<file path="src/rtl/hidden_ram_writer_if.sv">
// Pixel stream in, RAM write port out, for the hidden_ram line-buffer writer.
// Latency/backpressure are defined by the module using the slave modport.
interface hidden_ram_writer_if #(
    parameter int AW = 4
);
    logic [15:0]   i_pix;
    logic          i_pix_valid;
    logic          o_pix_ready;
    logic [127:0]  o_wdata;
    logic [AW-1:0] o_addr_w;
    logic          o_write;

    modport master (
        output i_pix, i_pix_valid,
        input  o_pix_ready, o_wdata, o_addr_w, o_write
    );

    modport slave (
        input  i_pix, i_pix_valid,
        output o_pix_ready, o_wdata, o_addr_w, o_write
    );
endinterface

</file>
<file path="src/rtl/hidden_ram_writer.sv">
// Packs eight 16-bit pixels per 128-bit hidden_ram word and tracks unread occupancy.
// Latency: write strobe one cycle after the 8th pixel; 8 pixels per 9 cycles max.
// Backpressure: ready drops during the write cycle, when all entries are occupied, or on flush.
module hidden_ram_writer #(
    parameter int DEPTH = 16,
    parameter int AW    = 4
) (
    input  logic                i_clk,
    input  logic                i_reset_p,
    hidden_ram_writer_if.slave  bus,
    input  logic                i_flush,
    input  logic                i_word_consumed,
    output logic [AW:0]         o_level,
    output logic                o_empty,
    output logic                o_full,
    output logic                o_err_underflow
);
    typedef enum logic {S_FILL, S_WRITE} state_t;

    localparam logic [AW:0]   DEPTH_L = (AW+1)'(DEPTH);
    localparam logic [AW:0]   ONE_L   = (AW+1)'(1);
    localparam logic [AW-1:0] ONE_A   = AW'(1);

    state_t        state_q;
    logic [2:0]    k_q;
    logic [127:0]  wdata_q;
    logic [AW-1:0] addr_q;
    logic [AW:0]   level_q, level_d;
    logic          err_q;

    logic accept, write, consume_ok, underflow;

    always_comb begin
        bus.o_pix_ready = (state_q == S_FILL) && (level_q < DEPTH_L) && !i_flush;
        accept          = bus.i_pix_valid && bus.o_pix_ready;
        write           = (state_q == S_WRITE) && !i_flush;
        consume_ok      = i_word_consumed && (level_q != '0) && !i_flush;
        underflow       = i_word_consumed && (level_q == '0) && !i_flush;
    end

    // Write and consume in the same cycle cancel out.
    always_comb begin
        level_d = level_q;
        if (i_flush) begin
            level_d = '0;
        end else if (write && !consume_ok) begin
            level_d = level_q + ONE_L;
        end else if (consume_ok && !write) begin
            level_d = level_q - ONE_L;
        end
    end

    always_ff @(posedge i_clk or posedge i_reset_p) begin
        if (i_reset_p) begin
            state_q <= S_FILL;
            k_q     <= '0;
            wdata_q <= '0;
            addr_q  <= '0;
            level_q <= '0;
            err_q   <= 1'b0;
        end else begin
            level_q <= level_d;
            if (i_flush) begin
                state_q <= S_FILL;
                k_q     <= '0;
                addr_q  <= '0;
                err_q   <= 1'b0;
            end else begin
                if (underflow) begin
                    err_q <= 1'b1;
                end
                case (state_q)
                    S_FILL: begin
                        if (accept) begin
                            wdata_q[16*k_q +: 16] <= bus.i_pix;
                            k_q                   <= k_q + 3'd1;
                            if (k_q == 3'd7) begin
                                state_q <= S_WRITE;
                            end
                        end
                    end
                    S_WRITE: begin
                        addr_q  <= addr_q + ONE_A;
                        state_q <= S_FILL;
                    end
                    default: state_q <= S_FILL;
                endcase
            end
        end
    end

    assign bus.o_wdata     = wdata_q;
    assign bus.o_addr_w    = addr_q;
    assign bus.o_write     = write;
    assign o_level         = level_q;
    assign o_empty         = (level_q == '0);
    assign o_full          = (level_q == DEPTH_L);
    assign o_err_underflow = err_q;
endmodule

</file>
<file path="src/flat_wrapper.sv">
// flat-port wrapper written by rule: the top's interface ports become plain ports
module hidden_ram_writer_flat 
#(
    parameter int DEPTH = 16,
    parameter int AW    = 4
)
  (i_clk, i_reset_p, i_flush, i_word_consumed, o_level, o_empty, o_full, o_err_underflow, bus_i_pix, bus_i_pix_valid, bus_o_pix_ready, bus_o_wdata, bus_o_addr_w, bus_o_write);
  hidden_ram_writer_if #(.AW(AW)) bus_i ();
  input  logic i_clk;
  input  logic i_reset_p;
  input  logic i_flush;
  input  logic i_word_consumed;
  output logic [AW:0] o_level;
  output logic o_empty;
  output logic o_full;
  output logic o_err_underflow;
  input wire logic [$bits(bus_i.i_pix)-1:0] bus_i_pix;
  input wire logic [$bits(bus_i.i_pix_valid)-1:0] bus_i_pix_valid;
  output wire logic [$bits(bus_i.o_pix_ready)-1:0] bus_o_pix_ready;
  output wire logic [$bits(bus_i.o_wdata)-1:0] bus_o_wdata;
  output wire logic [$bits(bus_i.o_addr_w)-1:0] bus_o_addr_w;
  output wire logic [$bits(bus_i.o_write)-1:0] bus_o_write;
  assign bus_i.i_pix = bus_i_pix;
  assign bus_i.i_pix_valid = bus_i_pix_valid;
  assign bus_o_pix_ready = bus_i.o_pix_ready;
  assign bus_o_wdata = bus_i.o_wdata;
  assign bus_o_addr_w = bus_i.o_addr_w;
  assign bus_o_write = bus_i.o_write;
  hidden_ram_writer #(.DEPTH(DEPTH), .AW(AW)) u_core (.i_clk(i_clk), .i_reset_p(i_reset_p), .bus(bus_i), .i_flush(i_flush), .i_word_consumed(i_word_consumed), .o_level(o_level), .o_empty(o_empty), .o_full(o_full), .o_err_underflow(o_err_underflow));
endmodule
</file>
<file path="config.mk">
export PLATFORM = sky130hd
export DESIGN_NAME = hidden_ram_writer_flat
export DESIGN_NICKNAME = d
export VERILOG_FILES = /design/src/rtl/hidden_ram_writer_if.sv /design/src/rtl/hidden_ram_writer.sv /design/src/flat_wrapper.sv
export SDC_FILE = /design/constraint.sdc
export NUM_CORES = 1
export LEC_CHECK = 0
export CAP_MARGIN = 20
export CORE_ASPECT_RATIO = 1.5
export CORE_UTILIZATION = 25
export DETAILED_ROUTE_END_ITERATION = 8
export PLACE_DENSITY_LB_ADDON = 0.08
export SLEW_MARGIN = 0
export SYNTH_ARGS = -nofsm -noshare
export SYNTH_HDL_FRONTEND = slang
export SYNTH_SLANG_ARGS = --single-unit
</file>
<file path="constraint.sdc">
create_clock -name i_clk -period 6.6 [get_ports i_clk]
set_input_delay 1.32 -clock i_clk [delete_from_list [all_inputs] [get_ports i_clk]]
set_output_delay 1.32 -clock i_clk [all_outputs]
set_load 0.01 [all_outputs]
</file>
==> summary.md, run 1 <==
| Metric | Value |
|---|---|
| Pint | `between 2 and 2.5 mW` |
| Mean area per synthesized cell | `approximately 15 um^2` |
| Starting Density | `around 25%` |
| Most frequent cell after synthesis | `dfrtp_1` |
| Hold wc startpoint | `u_core.bus.o_wdata[1]` |
| Post-CTS Hold Buffers | `0` |
| Commonest register cell after synthesis | `dfrtp_1` |
| Number of synthesized flops with an enable pin | `0` |
| Max rail drop VDD | `approximately 0.17 mV` |
| Largest net degree at the start of global routing | `between 100 and 150` |
| PortBufs | `roughly 160` |
| TritonCTS clock tree | `yes` |
| R2R depth | `8` |
| Placed Area | `slightly below 8000 um^2` |
| Total number of vias | `around 3800` |
| Die height | `approximately 190 um` |
| DPL Wire Length | `roughly 11 mm` |
| Worst setup startpoint | `i_flush` |
| Largest cells by area after synthesis | `dfrtp_1 60%, mux2_2 22%, ha_1 1.9%` |
| WHS Endpoint | `u_core.bus.o_wdata[1]` |
| DRC viols | `0` |
| RR Startpoint | `u_core.k_q[0]` |
| Top post-synthesis cells by count | `142 x dfrtp_1, 116 x mux2_2, 13 x and2_1` |
| Clk network pwr share | `~34%` |
| Least-Margin Pin Slew | `roughly 1000 ps` |
| Layout cells sized above 1 | `29.3%` |
| Fillers | `2246` |
| Crit end category | `primary output` |
| Power per cell area | `364 nW/um^2` |
| Sequential Power Share | `37.2%` |
| Drt wl/cell | `roughly 18 um` |
| Ys Warns | `0` |
| Startpoint type of the worst setup path | `input port` |
| Outcome | `completed` |
| Post-synth top area cell | `dfrtp_1` |
| Sequential share of the synthesized area | `about three fifths` |
| Hold WS | `between 400 and 500 ps` |
| Slew HR | `a little under a third` |
| Setup slack, reg-to-reg | `3390 ps` |
| Vias in the first global route | `between 4000 and 5000` |
| Syn Nets | `430` |
| Synthesized flop and latch total | `between 100 and 150` |
| Vias/cell | `between 4 and 5` |
| Clk Latency, worst-skew pair | `about 420 ps` |
| DRT iter0 DRCs | `between 80 and 90` |
| FF+latch area | `around 3600 um^2` |
| Post-synth top area share | `60.5%` |
| Multi-input gate area in the final layout | `2180 um^2` |
| Crit path time final | `4320 ps` |
| Fin area | `8540 um^2` |
| Leakage | `around 3.9 nW` |
| Post-route ant nets | `0` |
| Clock transition at path regs | `50 ps` |
| Mapped Cells | `about 400` |
| Nets | `between 600 and 700` |
| Worst reg2reg path endpoint | `u_core.bus.o_wdata[41]` |
| Post-Route Utilization | `a little under two fifths` |
| Final Cycle Share | `roughly two thirds` |
| Logic gate share of total power | `between 20% and 30%` |
| DRT Wirelength | `between 15 and 20 mm` |
| RSZ-0062 raised after global routing | `false` |
| Post-CTS setup buffer count | `0` |
| Clk root buf | `clkbuf_16` |
| Final TNS setup | `0 ps` |
| Slew Viols, Final | `0` |
| First-pass GRT wire length | `~26 mm` |
| Total power | `around 3.1 mW` |
| Die width | `~130 um` |
| Post-synth cell types | `40` |
| Final setup viols | `0` |
| Resized Gates After CTS | `0` |
| Async set-reset flop share out of synthesis | `100%` |
| Critical path arrival | `roughly 3000 ps` |
| H-tree depth | `4` |
| F_max | `roughly 0.23 GHz` |
| Switching share of power | `28.4%` |
| # IOs | `163` |
| Routability cong. | `about 0.72` |
| Remaining Overflow, GRT | `0` |
| Setup Skew | `6.47 ps` |
| Max cap viols | `0` |
| Number of cells on the worst hold path | `1` |
| Clock tree buffer depth | `2` |
| Initial antenna violation count | `0` |
| Drt pass-1 iters | `4` |
| Die area | `around 24000 um^2` |
| Critical path peak fanout | `17` |
| Core ar. | `about 23000 um^2` |
| Area of the mapped netlist | `5880 um^2` |
| Sw power | `0.884 mW` |
| Gr usage total | `14.5%` |
| Hold Vio Cnt, Final | `0` |
| Min-delay worst type | `register to register` |
| Clock sink count | `around 140` |
| # diodes | `0` |
| TritonCTS buffer count | `17` |
| WS Path Type | `input port to primary output` |
| Area Overhead vs Synth | `45.4%` |
| CP required | `between 5000 and 6000 ps` |
| FP Rows | `68` |
[kinds of logic after synthesis]
family / Yosys count / share of synthesized area (%)
AND/OR/NAND/NOR: 63 / 6.50
XOR/XNOR: 5 / 0.745
AO/OA/AOI/OAI: 23 / 2.41
buffers and inverters: 26 / 2.45
multiplexers: 130 / 25.2
adder cells (fa/ha/maj): 10 / 2.26
flip-flops: 142 / 60.5
[layer usage]
metal  up-vias  wire, um  GRT usage, %
li1       1743         -             -
met5         -         0             0
met3        14      1080          5.20
met1      1959      6630          16.2
met2       114      8530          25.5
met4         0       214          4.95
[area by class of cell]
cell class                 instances  area share (%)
inverter                           9           0.454
multi-input combinational        231            25.6
sequential                       142            41.6
tap                              315            4.61
clock inverter                    14            2.50
clock buffer                      18            5.14
timing repair buffer             169            20.1
[through the flow]
stage | instances | setup WS, ps
final | 898 | 2280
after global routing | 898 | 2150
after CTS | 894 | 2260
after detailed placement | 862 | 2050
after global placement | 862 | 2120
after floorplan | 399 | 1470
[power groups by stage]
| stage | logic, mW | registers [mW] | clock network (mW) |
|---|---|---|---|
| floorplan | 0.351 | 1.23 | 0 |
| global placement | 0.902 | 1.17 | 0 |
| CTS | 0.912 | 1.16 | 1.09 |
| global route | 0.973 | 1.19 | 1.13 |
| finish | 0.895 | 1.16 | 1.06 |
| detailed placement | 0.907 | 1.18 | 0 |
[layout by cell type, fill, tap and decap left out, types with 3 or more instances in the layout]
master,instances
o21ai_0,4
clkinvlp_4,3
nand2b_1,3
a21oi_1,9
nor2_2,4
dfrtp_1,142
xor2_1,3
mux2_2,116
buf_4,3
and2_1,13
clkdlybuf4s50_1,162
nand4_1,3
nand2_1,8
nor2_1,8
nor3_1,5
inv_1,8
a21o_1,4
nand3_1,4
nor2b_1,4
bufinv_16,5
clkbuf_16,17
mux2_4,6
clkinv_2,3
ha_1,9
mux2i_1,6
[worst max-delay path, stage by stage]
cell             delay, ps
clkdlybuf4s50_1        750
nor2b_1                340
clkdlybuf4s50_1        580
[flip-flops by register name, summed over array words and instances (netlist names)]
register	cells
u_core.o_err_underflow	1
u_core.bus.o_addr_w	4
u_core.k_q	3
u_core.bus.o_wdata	128
u_core.o_level	5
u_core.state_q	1
[how the worst max path moves through the flow]
stage	endpoint	slack, ps	cells after the start
floorplan	u_core.bus.o_addr_w[0]	1470	1
global placement	u_core.bus.o_wdata[55]	2120	5
detailed placement	u_core.bus.o_wdata[63]	2050	5
CTS	bus_o_write	2260	3
global route	bus_o_write	2150	3
finish	bus_o_write	2280	3
(Power assumes the default switching activity.)
==> run 2: changes to the inputs <==
Clock period 6.6 ns to 3.95 ns, I/O delays scaled along.
==> run 2 against run 1 <==
  * Hold slack better by 8.7 ps
  * Power is 68% higher
  * Wire length is 0.38% lower
  * Die area stayed put
  * Worst setup slack worse by 1400 ps
  * Flip-flop and latch count stayed put
  * Critical path depth is 1 higher
  * Sequential share of layout area is 0.18 points lower
  * Design area is 0.42% higher
  * Largest cell class unchanged
==> summary.md, run 2 (same netlist as run 1, synthesis figures left out) <==
| Metric | Value |
|---|---|
| CP delay by family, top | `buffers and inverters` |
| Final TNS setup | `0 ps` |
| Logic gate share of total power | `roughly 29%` |
| RSZ-0062 raised after global routing | `false` |
| Hold Vio Cnt, Final | `0` |
| Worst path max stage delay | `roughly 600 ps` |
| PortBufs | `between 150 and 200` |
| Total number of vias | `3870` |
| Outcome | `completed` |
| Die area | `roughly 24000 um^2` |
| Critical-path cell list | `clkdlybuf4s50_1 -> buf_4 -> nor2b_1 -> clkdlybuf4s50_1` |
| Pre-CTS setup slack | `604 ps` |
| Clk Latency, worst-skew pair | `approximately 420 ps` |
| Critical Path Most Common Cell | `clkdlybuf4s50_1` |
| Largest register FFs | `128` |
| DPL Wire Length | `11.5 mm` |
| Remaining Overflow, GRT | `0` |
| Pint | `around 3.8 mW` |
| Crit end category | `primary output` |
| DRT iter0 DRCs | `118` |
| # IOs | `163` |
| Critical path arrival | `~2300 ps` |
| Drt pass-1 iters | `4` |
| Critical path peak fanout | `16` |
| Vias in the first global route | `between 4000 and 5000` |
| Initial antenna violation count | `0` |
| TritonCTS clock tree | `yes` |
| Routability cong. | `just over 0.7` |
| Min-delay worst type | `register to register` |
| Slew Viols, Final | `0` |
| F_max | `0.324 GHz` |
| Sw power | `roughly 1.4 mW` |
| Clk network pwr share | `roughly a third` |
| Max cap viols | `0` |
| Nets | `roughly 600` |
| First-pass GRT wire length | `between 20 and 30 mm` |
| Gr usage total | `~14%` |
| CP required | `3160 ps` |
| Most common cell after layout, fill and taps aside | `clkdlybuf4s50_1` |
| Starting Density | `between 20% and 30%` |
| Hold WS | `496 ps` |
| TritonCTS buffer count | `17` |
| Leakage | `between 3 and 4 nW` |
| # diodes | `0` |
| Clk root buf | `clkbuf_16` |
| Resized Gates After CTS | `0` |
| Clock sink count | `142` |
| WS Path Type | `input port to primary output` |
| H-tree depth | `4` |
| Layout cells sized above 1 | `roughly 30%` |
| PnR worst setup slack | `approximately 870 ps` |
| Core ar. | `between 20000 and 25000 um^2` |
| Post-CTS Hold Buffers | `0` |
| DRT Wirelength | `16.4 mm` |
| Crit path time final | `~3000 ps` |
| Startpoint type of the worst setup path | `input port` |
| Area Overhead vs Synth | `46.0%` |
| Power per cell area | `between 600 and 700 nW/um^2` |
| Most frequent cells in the layout | `162 x clkdlybuf4s50_1, 142 x dfrtp_1, 116 x mux2_2` |
| Switching share of power | `roughly 28%` |
| Post-route ant nets | `0` |
| Final setup viols | `0` |
| Final Cycle Share | `between 70% and 80%` |
| Drt wl/cell | `between 15 and 20 um` |
| Post-CTS setup buffer count | `0` |
| Setup Skew | `about 5.4 ps` |
| Sequential Power Share | `between 30% and 40%` |
| FP Rows | `68` |
| Die width | `roughly 130 um` |
| Clock tree buffer depth | `2` |
| Setup slack, reg-to-reg | `approximately 1100 ps` |
| Die height | `190 um` |
| Clock transition at path regs | `roughly 60 ps` |
| DRC viols | `0` |
| Slew HR | `37.6%` |
| Vias/cell | `4.29` |
| Least-Margin Pin Slew | `934 ps` |
| CP max-delay cell | `clkdlybuf4s50_1` |
| Max rail drop VDD | `between 0.3 and 0.4 mV` |
| Largest net degree at the start of global routing | `61` |
| Crit path buf inv count | `3` |
==> run 2: changes by cell type in the layout (fill, tap and decap cells not counted), sizes merged <==
cell and change:
buf +5, inv -1, clkbuf +4, clkinvlp -1
clkinv -2
==> run 2: path summary, 6_finish.rpt <==
path                       cells after the start                      end                    from
min in group asynchronous                      2  u_core.bus.o_wdata[102]               i_reset_p
hold / removal                                 2   u_core.o_err_underflow  u_core.o_err_underflow
max in group asynchronous                      3   u_core.bus.o_wdata[27]               i_reset_p
setup reg to reg                               8        u_core.o_level[4]       u_core.o_level[0]
hold reg to reg                                2   u_core.o_err_underflow  u_core.o_err_underflow
setup / recovery                               4              bus_o_write                 i_flush
==> run 2: worst reg2reg max path: cells and delay by family, from the launching register on <==
family | cells | cell delay [ps]
AOI/OAI and AO/OA | 4 | 540
DFF | 1 | 480
adders and majority gates | 1 | 350
and+or+nand+nor | 3 | 1360
==> run 2: power by group through the flow <==
stage          Combinational (mW)  Clock [mW]  Sequential (mW)
2_1_floorplan               0.587           0             2.05
3_3_place_gp                 1.52           0             1.95
3_5_place_dp                 1.53           0             1.96
4_1_cts                      1.54        1.86             1.94
5_1_grt                      1.64        1.92             1.98
6_report                     1.51        1.80             1.93
==> run 2: cell type report <==
| type | count | area [um^2] |
|---|---|---|
| multi-input cells | 231 | 2180 |
| fillers | 2258 | 14500 |
| flip-flops and latches | 142 | 3550 |
| well taps | 315 | 394 |
| repair buffers | 174 | 1750 |
| clock buffers | 22 | 484 |
| clock inverters | 10 | 181 |
| inverters | 9 | 37.5 |
==> run 2: stage by stage <==
| step | utilization (%) | power [mW] | std cells | cell area (um^2) |
|---|---|---|---|---|
| 6_report | 37.2 | 5.24 | 903 | 8580 |
| 5_1_grt | 37.2 | 5.53 | 903 | 8580 |
| 4_1_cts | 37.2 | 5.34 | 903 | 8580 |
| 3_5_place_dp | 34.3 | 3.49 | 871 | 7920 |
| 3_3_place_gp | 34.3 | 3.47 | 871 | 7920 |
| 2_1_floorplan | - | 2.63 | 399 | 5880 |
==> run 2: metal layers <==
layer	global-route usage, %	wire, um	share of wire, %	up-vias
met3	5.26	1040	6.4	14
li1	-	-	-	1759
met4	4.81	226	1.4	0
met2	24.7	8580	52	109
met1	16.5	6540	40	1988
met5	0	0	0	-
==> edit 1, RTL diff (config.mk and constraints of run 1) <==
Reset style: synchronous (`i_reset_p`), changed in one clocked block.
--- a/src/rtl/hidden_ram_writer.sv
+++ b/src/rtl/hidden_ram_writer.sv
@@ -50,7 +50,7 @@
         end
     end
 
-    always_ff @(posedge i_clk or posedge i_reset_p) begin
+    always_ff @(posedge i_clk) begin
         if (i_reset_p) begin
             state_q <= S_FILL;
             k_q     <= '0;
Formal check against the unedited RTL: differs if i_reset_p is asserted again (counterexample within 4 cycles, from zero or initial values and one cycle with i_reset_p high); with i_reset_p held inactive, the same outputs for 4 cycles.
==> edit 1 against run 1 <==
- worst setup slack better by 0.39 ns
- core utilization is 1.0 points lower
- sequential cell count stayed put
- cell area is 8.4% lower
- die area is 5.6% lower
- critical path depth stayed put
- synthesized area is 5.6% lower
- routed wire length is 15% higher
- count of clock-buffer cells in the layout is 2 higher
- critical endpoint unchanged
- highest routed layer unchanged
Power is not compared: it rests on default switching activity, and its combinational part moved more than twofold at a synthesized area within 25%.
==> edit 1: results (changes against run 1) <==
| Metric | Value |
|---|---|
| Share of post-route cells with drive strength above 1 | `0.05668 (-0.2366)` |
| M2 GR Usage | `0.3004 (+0.04580)` |
| Gpl congestion | `0.7356 (+2.3%)` |
| Run status | `completed` |
| First-pass GRT wire length | `28110 um (+9.0%)` |
| Placed Cells | `1036 (+20%)` |
| Fill cells | `2266 (+0.89%)` |
| Wire length on met3 | `914 um (-15%)` |
| Post-synthesis instance total | `661 (+66%)` |
| Met1 wire length | `7743 um (+17%)` |
| Worst-path fanout max | `6 (-11)` |
| Fin nets | `814 (+35%)` |
| R2R Path Start | `u_core.k_q[1]` |
| Routing usage on met3 | `0.03929 (-0.01273)` |
| Async SR Flop Fraction | `0 (-1.000)` |
| DRT iter0 DRCs | `317 (+260%)` |
| Reg2reg end | `u_core.bus.o_wdata[79]` |
| Met2 WL | `9992 um (+17%)` |
| Transition time at the pin with the least slew margin | `1.020 ns (-0.0005171 ns)` |
| Met1 Usage GRT | `0.2016 (+0.03935)` |
| GR Util All Layers | `0.1713 (+0.02588)` |
| Largest net degree at the start of global routing | `70 (-33%)` |
| Critical Path Max Stage Delay | `0.58 ns (-0.17 ns)` |
| Synth area leaders | `dfxtp_1, nand2_1, a21oi_1` |
| Vias in the first global route | `4538 (+9.4%)` |
| Worst Slack Setup Final | `2.675 ns (+0.3913 ns)` |
[edit 1: kinds of logic after synthesis]
family / share of synthesized area
AND/OR/NAND/NOR: 0.2510
multiplexers: 0.04694
adder cells (fa/ha/maj): 0.02392
flip-flops: 0.5128
XOR/XNOR: 0.007900
AO/OA/AOI/OAI: 0.1018
buffers and inverters: 0.05574
[edit 1: worst min-delay path by stage]
stage	startpoint	endpoint	slack (ns)	depth (start not counted)
2_1_floorplan	u_core.bus.o_wdata[20]	u_core.bus.o_wdata[20]	0.48	2
3_3_place_gp	u_core.bus.o_wdata[82]	u_core.bus.o_wdata[82]	0.44	2
3_5_place_dp	u_core.bus.o_wdata[69]	u_core.bus.o_wdata[69]	0.45	2
4_1_cts	u_core.bus.o_wdata[39]	u_core.bus.o_wdata[39]	0.46	2
5_1_grt	u_core.bus.o_wdata[121]	u_core.bus.o_wdata[121]	0.47	2
6_report	u_core.bus.o_wdata[48]	u_core.bus.o_wdata[48]	0.45	2
[edit 1: where the power goes]
part	internal [mW]	switching, mW	leakage [nW]
Combinational	0.0323	0.0617	1.26
Sequential	0.863	0.00297	1.14
Clock	0.571	0.363	0.278
Total	1.47	0.428	2.68
[edit 1: layout make-up]
type | count | share of cell area
tap | 272 | 0.04350
timing repair buffer | 166 | 0.2108
clock buffer | 20 | 0.05837
sequential | 142 | 0.3633
inverter | 7 | 0.003358
clock inverter | 10 | 0.01487
multi-input combinational | 449 | 0.3058
[edit 1: per-stage QoR]
step                area, um2  hold WS, ns
finish                   7824       0.4535
global route             7824       0.4692
CTS                      7824       0.4552
detailed placement       7251       0.4463
global placement         7251       0.4427
floorplan                5544       0.4762
[edit 1: critical path: cells and delay by family]
kind / cells / cell delay (ns)
AND/OR/NAND/NOR: 1 / 0.21
buffers and inverters: 2 / 1.08
==> edit 2, RTL diff (config.mk and constraints of run 1) <==
Without the edit above. `AW` is set to 4 in 3 places; all go to 5.
--- a/src/rtl/hidden_ram_writer_if.sv
+++ b/src/rtl/hidden_ram_writer_if.sv
@@ -1,7 +1,7 @@
 // Pixel stream in, RAM write port out, for the hidden_ram line-buffer writer.
 // Latency/backpressure are defined by the module using the slave modport.
 interface hidden_ram_writer_if #(
-    parameter int AW = 4
+    parameter int AW = 5
 );
     logic [15:0]   i_pix;
     logic          i_pix_valid;
--- a/src/rtl/hidden_ram_writer.sv
+++ b/src/rtl/hidden_ram_writer.sv
@@ -3,7 +3,7 @@
 // Backpressure: ready drops during the write cycle, when all entries are occupied, or on flush.
 module hidden_ram_writer #(
     parameter int DEPTH = 16,
-    parameter int AW    = 4
+    parameter int AW    = 5
 ) (
     input  logic                i_clk,
     input  logic                i_reset_p,
--- a/src/flat_wrapper.sv
+++ b/src/flat_wrapper.sv
@@ -2,7 +2,7 @@
 module hidden_ram_writer_flat 
 #(
     parameter int DEPTH = 16,
-    parameter int AW    = 4
+    parameter int AW    = 5
 )
   (i_clk, i_reset_p, i_flush, i_word_consumed, o_level, o_empty, o_full, o_err_underflow, bus_i_pix, bus_i_pix_valid, bus_o_pix_ready, bus_o_wdata, bus_o_addr_w, bus_o_write);
   hidden_ram_writer_if #(.AW(AW)) bus_i ();
Ports: changed (resized bus_o_addr_w and o_level); port bits go from 163 to 165. The function was not compared with the original's and may differ.
==> edit 2 against run 1 <==
- cell area up 3.4%
- routed wire length up 10%
- sequential cell count up 2
- combinational power down 27%
- synthesized area up 7.5%
- worst setup slack worse by 0.26 ns
- power down 15%
- die area up 7.4%
==> edit 2: results (changes against run 1) <==
| Metric | Value |
|---|---|
| Post-synth top cells | `dfrtp_1, mux2_2, and2_1, and3_1, inv_1` |
| WHS | `0.5029 ns (+0.01568 ns)` |
| Layout Skew | `0.007751 ns (+0.001281 ns)` |
| Bufs on Longest Clock Path | `2 (unchanged)` |
| Gpl congestion | `0.7573 (+5.3%)` |
| Maximum VDD drop | `172.2 uV (+0.14%)` |
| GR Util All Layers | `0.1478 (+0.002357)` |
| Mapped Nets | `492 (+14%)` |
| Seq/Total Area, Yosys | `0.5706 (-0.03413)` |
| Setup violations, final | `0 (unchanged)` |
| Transition time at the pin with the least slew margin | `0.9590 ns (-0.06130 ns)` |
| Compound-cell area share of the yosys netlist | `0.02358 (-0.0004847)` |
| Vias | `4232 (+10%)` |
| Hold EP | `u_core.bus.o_wdata[114]` |
| Worst Slack Setup Final | `2.025 ns (-0.2587 ns)` |
| Worst Path Arrival | `3.25 ns (+0.25 ns)` |
| Critical Path Max Stage Delay | `0.81 ns (+0.06 ns)` |
| Share of post-route cells with drive strength above 1 | `0.2665 (-0.02685)` |
| DRT iter0 DRCs | `130 (+46%)` |
| P_leak | `4.107 nW (+6.0%)` |
| Worst r2r path cells | `6 (-2)` |
| Placed cell areas | `8259 um2 (+5.7%)` |
| Fill cells | `2416 (+7.6%)` |
| Post-DP HPWL | `13180 um (+17%)` |
| Vias in the first global route | `4527 (+9.2%)` |
| Synthesized area per cell | `13.79 um2 (-6.4%)` |
| Final WL | `18170 um (+10%)` |
| Synth Area in XOR/XNOR | `0.01248 (+0.005030)` |
| Post-Synth Adder-Cell Area | `0.02695 (+0.004374)` |
| Synth top area share | `0.5706 (-0.03413)` |
| Crit path to | `bus_o_pix_ready` |
| Run status | `completed` |
| Multi-input logic area | `2540 um2 (+16%)` |
| Mux cell area share after synthesis | `0.2285 (-0.02325)` |
| Hold path start | `u_core.bus.o_wdata[114]` |
| Placed Cells | `930 (+7.9%)` |
| I/O Buffers | `164 (+1.2%)` |
| Count of cell types in the netlist | `45 (+13%)` |
| Fin nets | `660 (+9.8%)` |
| FF-to-FF setup slack | `3.19 ns (-0.20 ns)` |
| Reg2reg end | `u_core.bus.o_wdata[87]` |
| Die area | `25910 um2 (+7.4%)` |
| Worst-path fanout max | `20 (+3)` |
| Finished Layout Cells | `962 (+7.1%)` |
| Worst setup path start | `i_flush` |
| Largest net degree at the start of global routing | `102 (-1.9%)` |
| Synth area leaders | `dfrtp_1, mux2_2, and2_1` |
## edit 2: cell types whose count changed after synthesis, moves of 4 or more
cell,before,now
nand2_1,8,14
and3_1,1,22
mux2_4,6,0
nand2_2,1,6
buf_4,5,0
a21oi_1,9,4
and2_1,13,29
mux2_2,116,121
buf_6,3,7
inv_1,9,15
## edit 2: per-layer routing
| layer | track usage | wire [um] |
|---|---|---|
| met1 | 0.1672 | 7439 |
| met4 | 0.05771 | 270 |
| met2 | 0.2626 | 9709 |
| met5 | 0 | 0 |
| met3 | 0.04012 | 746 |
## edit 2: final cells by class
type | instances | share of cell area
clock buffer | 20 | 0.05057
clock inverter | 11 | 0.01317
inverter | 15 | 0.006941
multi-input combinational | 282 | 0.2875
sequential | 144 | 0.4079
tap | 324 | 0.04589
timing repair buffer | 166 | 0.1880
## edit 2: report_power, final
part | switching, mW | total (mW) | internal [mW]
Sequential | 0.0801 | 1.05 | 0.966
Clock | 0.376 | 0.936 | 0.561
Combinational | 0.314 | 0.650 | 0.336
